## config.mk

```make
export PLATFORM = sky130hd
export DESIGN_NAME = i2c_temp_poll_controller
export DESIGN_NICKNAME = d
export VERILOG_FILES = /design/src/rtl/i2c_temp_poll_controller.sv
export SDC_FILE = /design/constraint.sdc
export NUM_CORES = 1
export LEC_CHECK = 0
export ABC_AREA = 1
export CAP_MARGIN = 20
export CORE_AREA = 2 2 116 118
export CTS_CLUSTER_DIAMETER = 40
export DETAILED_ROUTE_END_ITERATION = 7
export DIE_AREA = 0 0 118 120
export PLACE_DENSITY = 0.69
export SLEW_MARGIN = 40
export SYNTH_ARGS = -nofsm -noshare
export SYNTH_HDL_FRONTEND = slang
export SYNTH_SLANG_ARGS = --single-unit
```

## constraint.sdc

```tcl
create_clock -name clk -period 4.94 [get_ports clk]
set_input_delay 0.494 -clock clk [delete_from_list [all_inputs] [get_ports clk]]
set_output_delay 0.494 -clock clk [all_outputs]
set_load 0.02 [all_outputs]
```

## src/rtl/i2c_temp_poll_controller.sv

```systemverilog
// Periodic LM75-style temperature poller: 2-byte I2C_Master read, 7-char ASCII reading into LCD RAM.
// Optional byte watchdog enabled by defining TEMP_WATCHDOG_EN.
module i2c_temp_poll_controller #(
    parameter int unsigned POLL_CYCLES = 50_000_000,
    parameter logic [7:0]  REG_PTR     = 8'h00,
    parameter logic [4:0]  LCD_BASE    = 5'd16
`ifdef TEMP_WATCHDOG_EN
    ,
    parameter int unsigned WDOG_CYCLES = 1_000_000
`endif
) (
    input  logic       clk,
    input  logic       reset,
    input  logic       Controller_Enable,
    input  logic [6:0] Menu_SlaveAddr,
    input  logic       Master_Ready,
    input  logic       Master_Done,
    input  logic       Master_ACK,
    input  logic [7:0] Master_ReadData,
    output logic       Master_Go,
    output logic       Master_Stop,
    output logic       Master_RW,
    output logic [5:0] Master_NumOfBytes,
    output logic [6:0] Master_SlaveAddr,
    output logic [7:0] Master_SlaveRegAddr,
    output logic [7:0] Master_DataWriteReg,
    output logic [4:0] LCD_WADD,
    output logic [7:0] LCD_DIN,
    output logic       LCD_W,
    output logic       Controller_Done,
    output logic [8:0] temp_half,
    output logic       sensor_error
);
    localparam int unsigned PCW = 26;
    localparam logic [PCW-1:0] POLL_LAST = PCW'(POLL_CYCLES - 1);
    localparam logic [PCW-1:0] POLL_MAX  = '1;
`ifdef TEMP_WATCHDOG_EN
    localparam int unsigned WDW = $clog2(WDOG_CYCLES + 1);
    localparam logic [WDW-1:0] WDOG_LAST = WDW'(WDOG_CYCLES - 1);
    logic [WDW-1:0] wdog_q, wdog_d;
`endif

    typedef enum logic [3:0] {
        S_IDLE, S_WAIT, S_START, S_BYTE0, S_BYTE1, S_CONV, S_WRITE, S_DONE, S_ERR_WAIT
    } state_e;

    state_e         state_q, state_d;
    logic [PCW-1:0] poll_q, poll_d;
    logic [2:0]     idx_q, idx_d;
    logic [7:0]     msb_q, msb_d;
    logic [19:0]    dd_q, dd_d;
    logic           neg_q, neg_d, frac_q, frac_d, err_q, err_d, abort_q, abort_d;
    logic [8:0]     temp_q, temp_d;
    logic           serr_q, serr_d;
    logic [6:0]     addr_q, addr_d;
    logic           go_q, go_d, stop_q, stop_d, lcdw_q, lcdw_d, done_q, done_d, rw_q;
    logic [5:0]     nb_q, nb_d;
    logic [7:0]     reg_q, reg_d, din_q, din_d;
    logic [4:0]     wadd_q, wadd_d;
    logic [8:0]     raw_c, abs_c;
    logic [7:0]     char_c;

    // One double-dabble iteration: bias BCD digits >= 5, then shift the whole register left.
    function automatic logic [19:0] dd_step(input logic [19:0] v);
        logic [19:0] r;
        r = v;
        for (int i = 0; i < 3; i++) begin
            if (r[8+4*i +: 4] >= 4'd5) r[8+4*i +: 4] = r[8+4*i +: 4] + 4'd3;
        end
        return {r[18:0], 1'b0};
    endfunction

    assign raw_c = {msb_q, Master_ReadData[7]};
    assign abs_c = raw_c[8] ? (~raw_c + 9'd1) : raw_c;

    // Character for the current WRITE slot
    always_comb begin
        char_c = 8'h20;
        if (err_q) begin
            case (idx_q)
                3'd2:       char_c = 8'h45;
                3'd3, 3'd4: char_c = 8'h52;
                default:    char_c = 8'h20;
            endcase
        end else begin
            case (idx_q)
                3'd0:    char_c = neg_q ? 8'h2D : 8'h2B;
                3'd1:    char_c = (dd_q[19:16] != 4'd0) ? 8'h30 + {4'h0, dd_q[19:16]} : 8'h20;
                3'd2:    char_c = (dd_q[19:12] == 8'd0) ? 8'h20 : 8'h30 + {4'h0, dd_q[15:12]};
                3'd3:    char_c = 8'h30 + {4'h0, dd_q[11:8]};
                3'd4:    char_c = 8'h2E;
                3'd5:    char_c = frac_q ? 8'h35 : 8'h30;
                default: char_c = 8'h43;
            endcase
        end
    end

    always_comb begin
        state_d = state_q;
        poll_d  = (poll_q == POLL_MAX) ? poll_q : poll_q + PCW'(1);
        idx_d   = idx_q;
        msb_d   = msb_q;
        dd_d    = dd_q;
        neg_d   = neg_q;
        frac_d  = frac_q;
        err_d   = err_q;
        abort_d = abort_q;
        temp_d  = temp_q;
        serr_d  = serr_q;
        addr_d  = addr_q;
        go_d    = 1'b0;
        lcdw_d  = 1'b0;
        done_d  = 1'b0;
        wadd_d  = wadd_q;
        din_d   = din_q;
        case (state_q)
            S_IDLE: begin
                poll_d = '0;
                if (Controller_Enable) state_d = S_START;
            end
            S_WAIT: begin
                if (!Controller_Enable) begin
                    state_d = S_IDLE;
                end else if (poll_q >= POLL_LAST) begin
                    poll_d  = '0;
                    state_d = S_START;
                end
            end
            S_START: begin
                if (!Controller_Enable) begin
                    state_d = S_IDLE;
                end else if (Master_Ready) begin
                    go_d    = 1'b1;
                    addr_d  = Menu_SlaveAddr;
                    abort_d = 1'b0;
                    err_d   = 1'b0;
                    state_d = S_BYTE0;
                end
            end
            S_BYTE0: begin
                if (!Controller_Enable) abort_d = 1'b1;
                if (Master_Done) begin
                    if (Master_ACK) begin
                        state_d = S_ERR_WAIT;
                    end else begin
                        msb_d   = Master_ReadData;
                        state_d = S_BYTE1;
                    end
                end
`ifdef TEMP_WATCHDOG_EN
                else if (wdog_q == WDOG_LAST) state_d = S_ERR_WAIT;
`endif
            end
            S_BYTE1: begin
                if (!Controller_Enable) abort_d = 1'b1;
                if (Master_Done) begin
                    if (Master_ACK) begin
                        state_d = S_ERR_WAIT;
                    end else if (abort_q || !Controller_Enable) begin
                        state_d = S_IDLE;
                    end else begin
                        temp_d  = raw_c;
                        serr_d  = 1'b0;
                        neg_d   = raw_c[8] && (abs_c != 9'd0);
                        frac_d  = abs_c[0];
                        dd_d    = {12'd0, abs_c[8:1]};
                        idx_d   = 3'd0;
                        state_d = S_CONV;
                    end
                end
`ifdef TEMP_WATCHDOG_EN
                else if (wdog_q == WDOG_LAST) state_d = S_ERR_WAIT;
`endif
            end
            S_CONV: begin
                if (!Controller_Enable) abort_d = 1'b1;
                dd_d  = dd_step(dd_q);
                idx_d = idx_q + 3'd1;
                if (idx_q == 3'd7) state_d = (abort_q || !Controller_Enable) ? S_IDLE : S_WRITE;
            end
            S_WRITE: begin
                lcdw_d = 1'b1;
                wadd_d = LCD_BASE + 5'(idx_q);
                din_d  = char_c;
                idx_d  = idx_q + 3'd1;
                if (idx_q == 3'd6) state_d = S_DONE;
            end
            S_DONE: begin
                done_d  = 1'b1;
                state_d = Controller_Enable ? S_WAIT : S_IDLE;
            end
            S_ERR_WAIT: begin
                if (!Controller_Enable) abort_d = 1'b1;
                if (Master_Ready) begin
                    if (abort_q || !Controller_Enable) begin
                        state_d = S_IDLE;
                    end else begin
                        serr_d  = 1'b1;
                        err_d   = 1'b1;
                        idx_d   = 3'd0;
                        state_d = S_WRITE;
                    end
                end
            end
            default: state_d = S_IDLE;
        endcase
        // Master command fields follow the state being entered so they align with Go
        nb_d   = (state_d == S_BYTE0 || state_d == S_BYTE1) ? 6'd2 : 6'd0;
        reg_d  = (state_d == S_BYTE0 || state_d == S_BYTE1) ? REG_PTR : 8'h00;
        stop_d = (state_d == S_BYTE1);
`ifdef TEMP_WATCHDOG_EN
        wdog_d = ((state_d == state_q) && (state_q == S_BYTE0 || state_q == S_BYTE1))
                 ? wdog_q + WDW'(1) : '0;
`endif
    end

    always_ff @(posedge clk or negedge reset) begin
        if (!reset) begin
            state_q <= S_IDLE;
            poll_q  <= '0;
            idx_q   <= '0;
            msb_q   <= '0;
            dd_q    <= '0;
            neg_q   <= 1'b0;
            frac_q  <= 1'b0;
            err_q   <= 1'b0;
            abort_q <= 1'b0;
            temp_q  <= '0;
            serr_q  <= 1'b0;
            addr_q  <= '0;
            go_q    <= 1'b0;
            stop_q  <= 1'b0;
            lcdw_q  <= 1'b0;
            done_q  <= 1'b0;
            rw_q    <= 1'b0;
            nb_q    <= '0;
            reg_q   <= '0;
            din_q   <= '0;
            wadd_q  <= '0;
`ifdef TEMP_WATCHDOG_EN
            wdog_q  <= '0;
`endif
        end else begin
            state_q <= state_d;
            poll_q  <= poll_d;
            idx_q   <= idx_d;
            msb_q   <= msb_d;
            dd_q    <= dd_d;
            neg_q   <= neg_d;
            frac_q  <= frac_d;
            err_q   <= err_d;
            abort_q <= abort_d;
            temp_q  <= temp_d;
            serr_q  <= serr_d;
            addr_q  <= addr_d;
            go_q    <= go_d;
            stop_q  <= stop_d;
            lcdw_q  <= lcdw_d;
            done_q  <= done_d;
            rw_q    <= 1'b1;
            nb_q    <= nb_d;
            reg_q   <= reg_d;
            din_q   <= din_d;
            wadd_q  <= wadd_d;
`ifdef TEMP_WATCHDOG_EN
            wdog_q  <= wdog_d;
`endif
        end
    end

    assign Master_Go           = go_q;
    assign Master_Stop         = stop_q;
    assign Master_RW           = rw_q;
    assign Master_NumOfBytes   = nb_q;
    assign Master_SlaveAddr    = addr_q;
    assign Master_SlaveRegAddr = reg_q;
    assign Master_DataWriteReg = 8'h00;
    assign LCD_WADD            = wadd_q;
    assign LCD_DIN             = din_q;
    assign LCD_W               = lcdw_q;
    assign Controller_Done     = done_q;
    assign temp_half           = temp_q;
    assign sensor_error        = serr_q;
endmodule
```

==> summary.md <==
| Metric | Value |
|---|---|
| Status | complete, no violations |
| Peak VDD IR | 0.192 mV |
| Core ar. | 13,000 µm² |
| Seq/Total Area, Yosys | 0.434 |
| # setup viols final | 0 |
| Number of synthesis warnings | 0 |
| Post-synthesis area per instance | 7.38 µm² |
| Antenna violations before repair | 0 |
| CTS hold repair buffers | 0 |
| Initial Util | 0.435 |
| Congestion Overflow GR | 0 |
| Clock latency on the worst-skew pair | 0.35 ns |
| Final hold vios | 0 |
| Final worst path period share | 0.479 |
| Cts repair resizes | 0 |
| Antenna diodes | 0 |
| Yosys top cell area share | 0.434 |
| CP Launch Type | flip-flop |
| 1st-iter DRT viols | 334 |
| Most frequent cell after synthesis | nand2_1 |
| Drt total wl | 12,900 µm |
| Die height | 120 µm |
| Final #Nets | 848 |
| Overall die area | 14,200 µm² |
| First-pass GRT wire length | 22,000 µm |
| Setup total negative slack | 0 ns |
| DRT Pass-1 Iters | 5 |
| Final min period | 2.37 ns |
| Post-route DRC | 0 |
| Placed insts | 978 |
| Max Transition Viols Final | 0 |
| DRT antenna net count | 0 |
| All-Layer GR Usage | 0.192 |
| Setup CP Type | flip-flop to flip-flop |
| Detail-routed net length per standard cell | 13.0 µm |
| I/O pins | 78 |
| Detailed Place HPWL | 9470 µm |
| FMAX | 422 MHz |
| GPL Wtd Cong | 0.892 |
| Synth Instances | 765 |
| Reg2Reg Launch Point | poll_q[0] |
| Largest net degree at the start of global routing | 68 |
| CTS root buf | clkbuf_16 |
| Port Buffer Count | 54 |
| Layout cell share with drive strength beyond 1 | 0.0489 |
| Critical Path End Type | flip-flop |
| Number of max-cap violations | 0 |
| CTS tree | built |
| Fill cells | 1,302 |
| DR WL met2 | 5580 µm |
| Top FF cell, synth | dfrtp_1 |
| Cell area after layout | 6530 µm² |
| Vias/cell | 4.92 |
| Post-synth EDFFs | 0 |
| Flops & latches, synth | 98 |
| H-tree Lvls | 3 |
| Mapped Area | 5650 µm² |
| Sink Count | 98 |
| Leak pwr | 0.00317 µW |
| Clk buf depth | 2 |
| Yosys top cell by area | dfrtp_1 |
| Top post-synthesis cells by area | dfrtp_1 (43%), nand2_1 (12%), nor2_1 (7.8%), inv_1 (5.9%), o21ai_0 (4.8%) |
| Synth async-reset ratio | 1.00 |
| Synth unique cells | 40 |
| Dpl cell area | 6220 µm² |
| Skew final | 0.0120 ns |
| Cts bufs inserted | 9 |
| Class of the worst hold path | input pin to asynchronous set/reset pin |
| # rows | 42 |
| Worst reg2reg path endpoint | poll_q[24] |
| Slew headroom | 0.502 |
| RSZ-0062 raised after global routing | no |
| Vias after detailed routing | 4,894 |
| Met1 wire length | 6440 µm |
| WP data arrival | 2.57 ns |
| Reg2reg path depth | 8 |
| Met3 wire length | 670 µm |
| Vias in the first global route | 4,543 |
| Post-layout util | 0.503 |
| Top cells by count, synth | nand2_1 (187), nor2_1 (117), dfrtp_1 (98) |
| Synth-to-Final Area Change | 15.5% |
| Flop2flop setup slack | 2.57 ns |
| Die Wd | 118 µm |
| Worst-margin pin slew | 0.742 ns |
| CTS clk-pin slew, worst paths | 0.07 ns |
| Pwr/cell area | 466 nW/µm² |
| Post-CTS setup buffers | 0 |
| Crit-path max FO | 6 |
| Final Non-Filler Cells | 994 |
| Required time worst endpoint | 5.14 ns |
| Max layer used | met4 |
## layout by cell type (no fill, tap or decap), types with 2 or more instances in the layout
cell type        count
a21o_1               2
a21oi_1             43
clkbuf_16            9
clkbuf_8             4
clkdlybuf4s50_1     53
conb_1              24
dfrtp_1             98
ha_1                14
inv_1               89
inv_2                2
nand2_1            187
nand2_2              4
nand3_1             42
nand3b_1             2
nand4_1             12
nor2_1             117
nor2_2               5
nor2_4               3
nor3_1               7
o2111ai_1            3
o211ai_1             2
o21ai_0             54
o21bai_1             2
o22ai_1              7
o32ai_1              2
or2_2                5
xnor2_1              4
xor2_1               6
## metal layers
| layer | GRT usage | up-vias |
|---|---|---|
| met5 | 0 | - |
| met4 | 0.0693 | 0 |
| met3 | 0.0337 | 17 |
| met2 | 0.287 | 137 |
| met1 | 0.279 | 2255 |
| li1 | - | 2485 |
## critical path, stage by stage (launching register included)
cell and delay, ns:
dfrtp_1 0.47, ha_1 0.25, nand2_1 0.17, nor3_1 0.65
nand4_1 0.22, nor2_1 0.22, nand3_1 0.09, o21ai_0 0.08
nor2_1 0.06
## kinds of logic after synthesis
group           Yosys count  share of synthesized area
simple gates            387                      0.287
buf+inv                 132                      0.111
compound gates          122                      0.121
flops                    98                      0.434
fa+ha+maj                14                     0.0310
xor+xnor                 10                     0.0155
other cells               2                    0.00133
## layout make-up
type	instances	area (µm²)	share of cell area
inverters	92	345	0.0529
clock inverters	2	16.3	0.00249
flip-flops and latches	98	2450	0.376
clock buffers	14	284	0.0435
multi-input cells	557	2660	0.407
repair buffers	55	549	0.0842
well taps	176	220	0.0337
## registers in the layout, summed over array words and instances, names as in the netlist, 3 cells and up
register          count
LCD_WADD              4
Master_SlaveAddr      7
state_q               4
poll_q               26
dd_q                 20
msb_q                 8
idx_q                 3
temp_half             9
LCD_DIN               7
## metrics by stage
| step | worst slack [ns] | hold WS [ns] | power [µW] |
|---|---|---|---|
| floorplan | 3.25 | 0.198 | 1950 |
| global placement | 2.48 | 0.454 | 2320 |
| detailed placement | 2.40 | 0.458 | 2330 |
| CTS | 2.62 | 0.164 | 3060 |
| global route | 2.39 | 0.198 | 3270 |
| finish | 2.57 | 0.119 | 3040 |
## report_power, final
group	internal [µW]	leakage, µW	total (µW)	switching [µW]
logic	436	0.00178	1140	700
registers	1020	0.00124	1190	172
clock network	400	0.000146	714	315
total	1850	0.00317	3040	1190
## worst max-delay path by stage
| stage | cells after the start | to | slack (ns) | start |
|---|---|---|---|---|
| floorplan | 10 | poll_q[16] | 3.25 | poll_q[0] |
| global placement | 10 | Master_NumOfBytes[1] | 2.48 | Controller_Enable |
| detailed placement | 10 | Master_NumOfBytes[1] | 2.40 | Controller_Enable |
| CTS | 8 | poll_q[24] | 2.62 | poll_q[0] |
| global route | 10 | poll_q[7] | 2.39 | poll_q[0] |
| finish | 8 | poll_q[24] | 2.57 | poll_q[0] |
(Power assumes the default switching activity.)
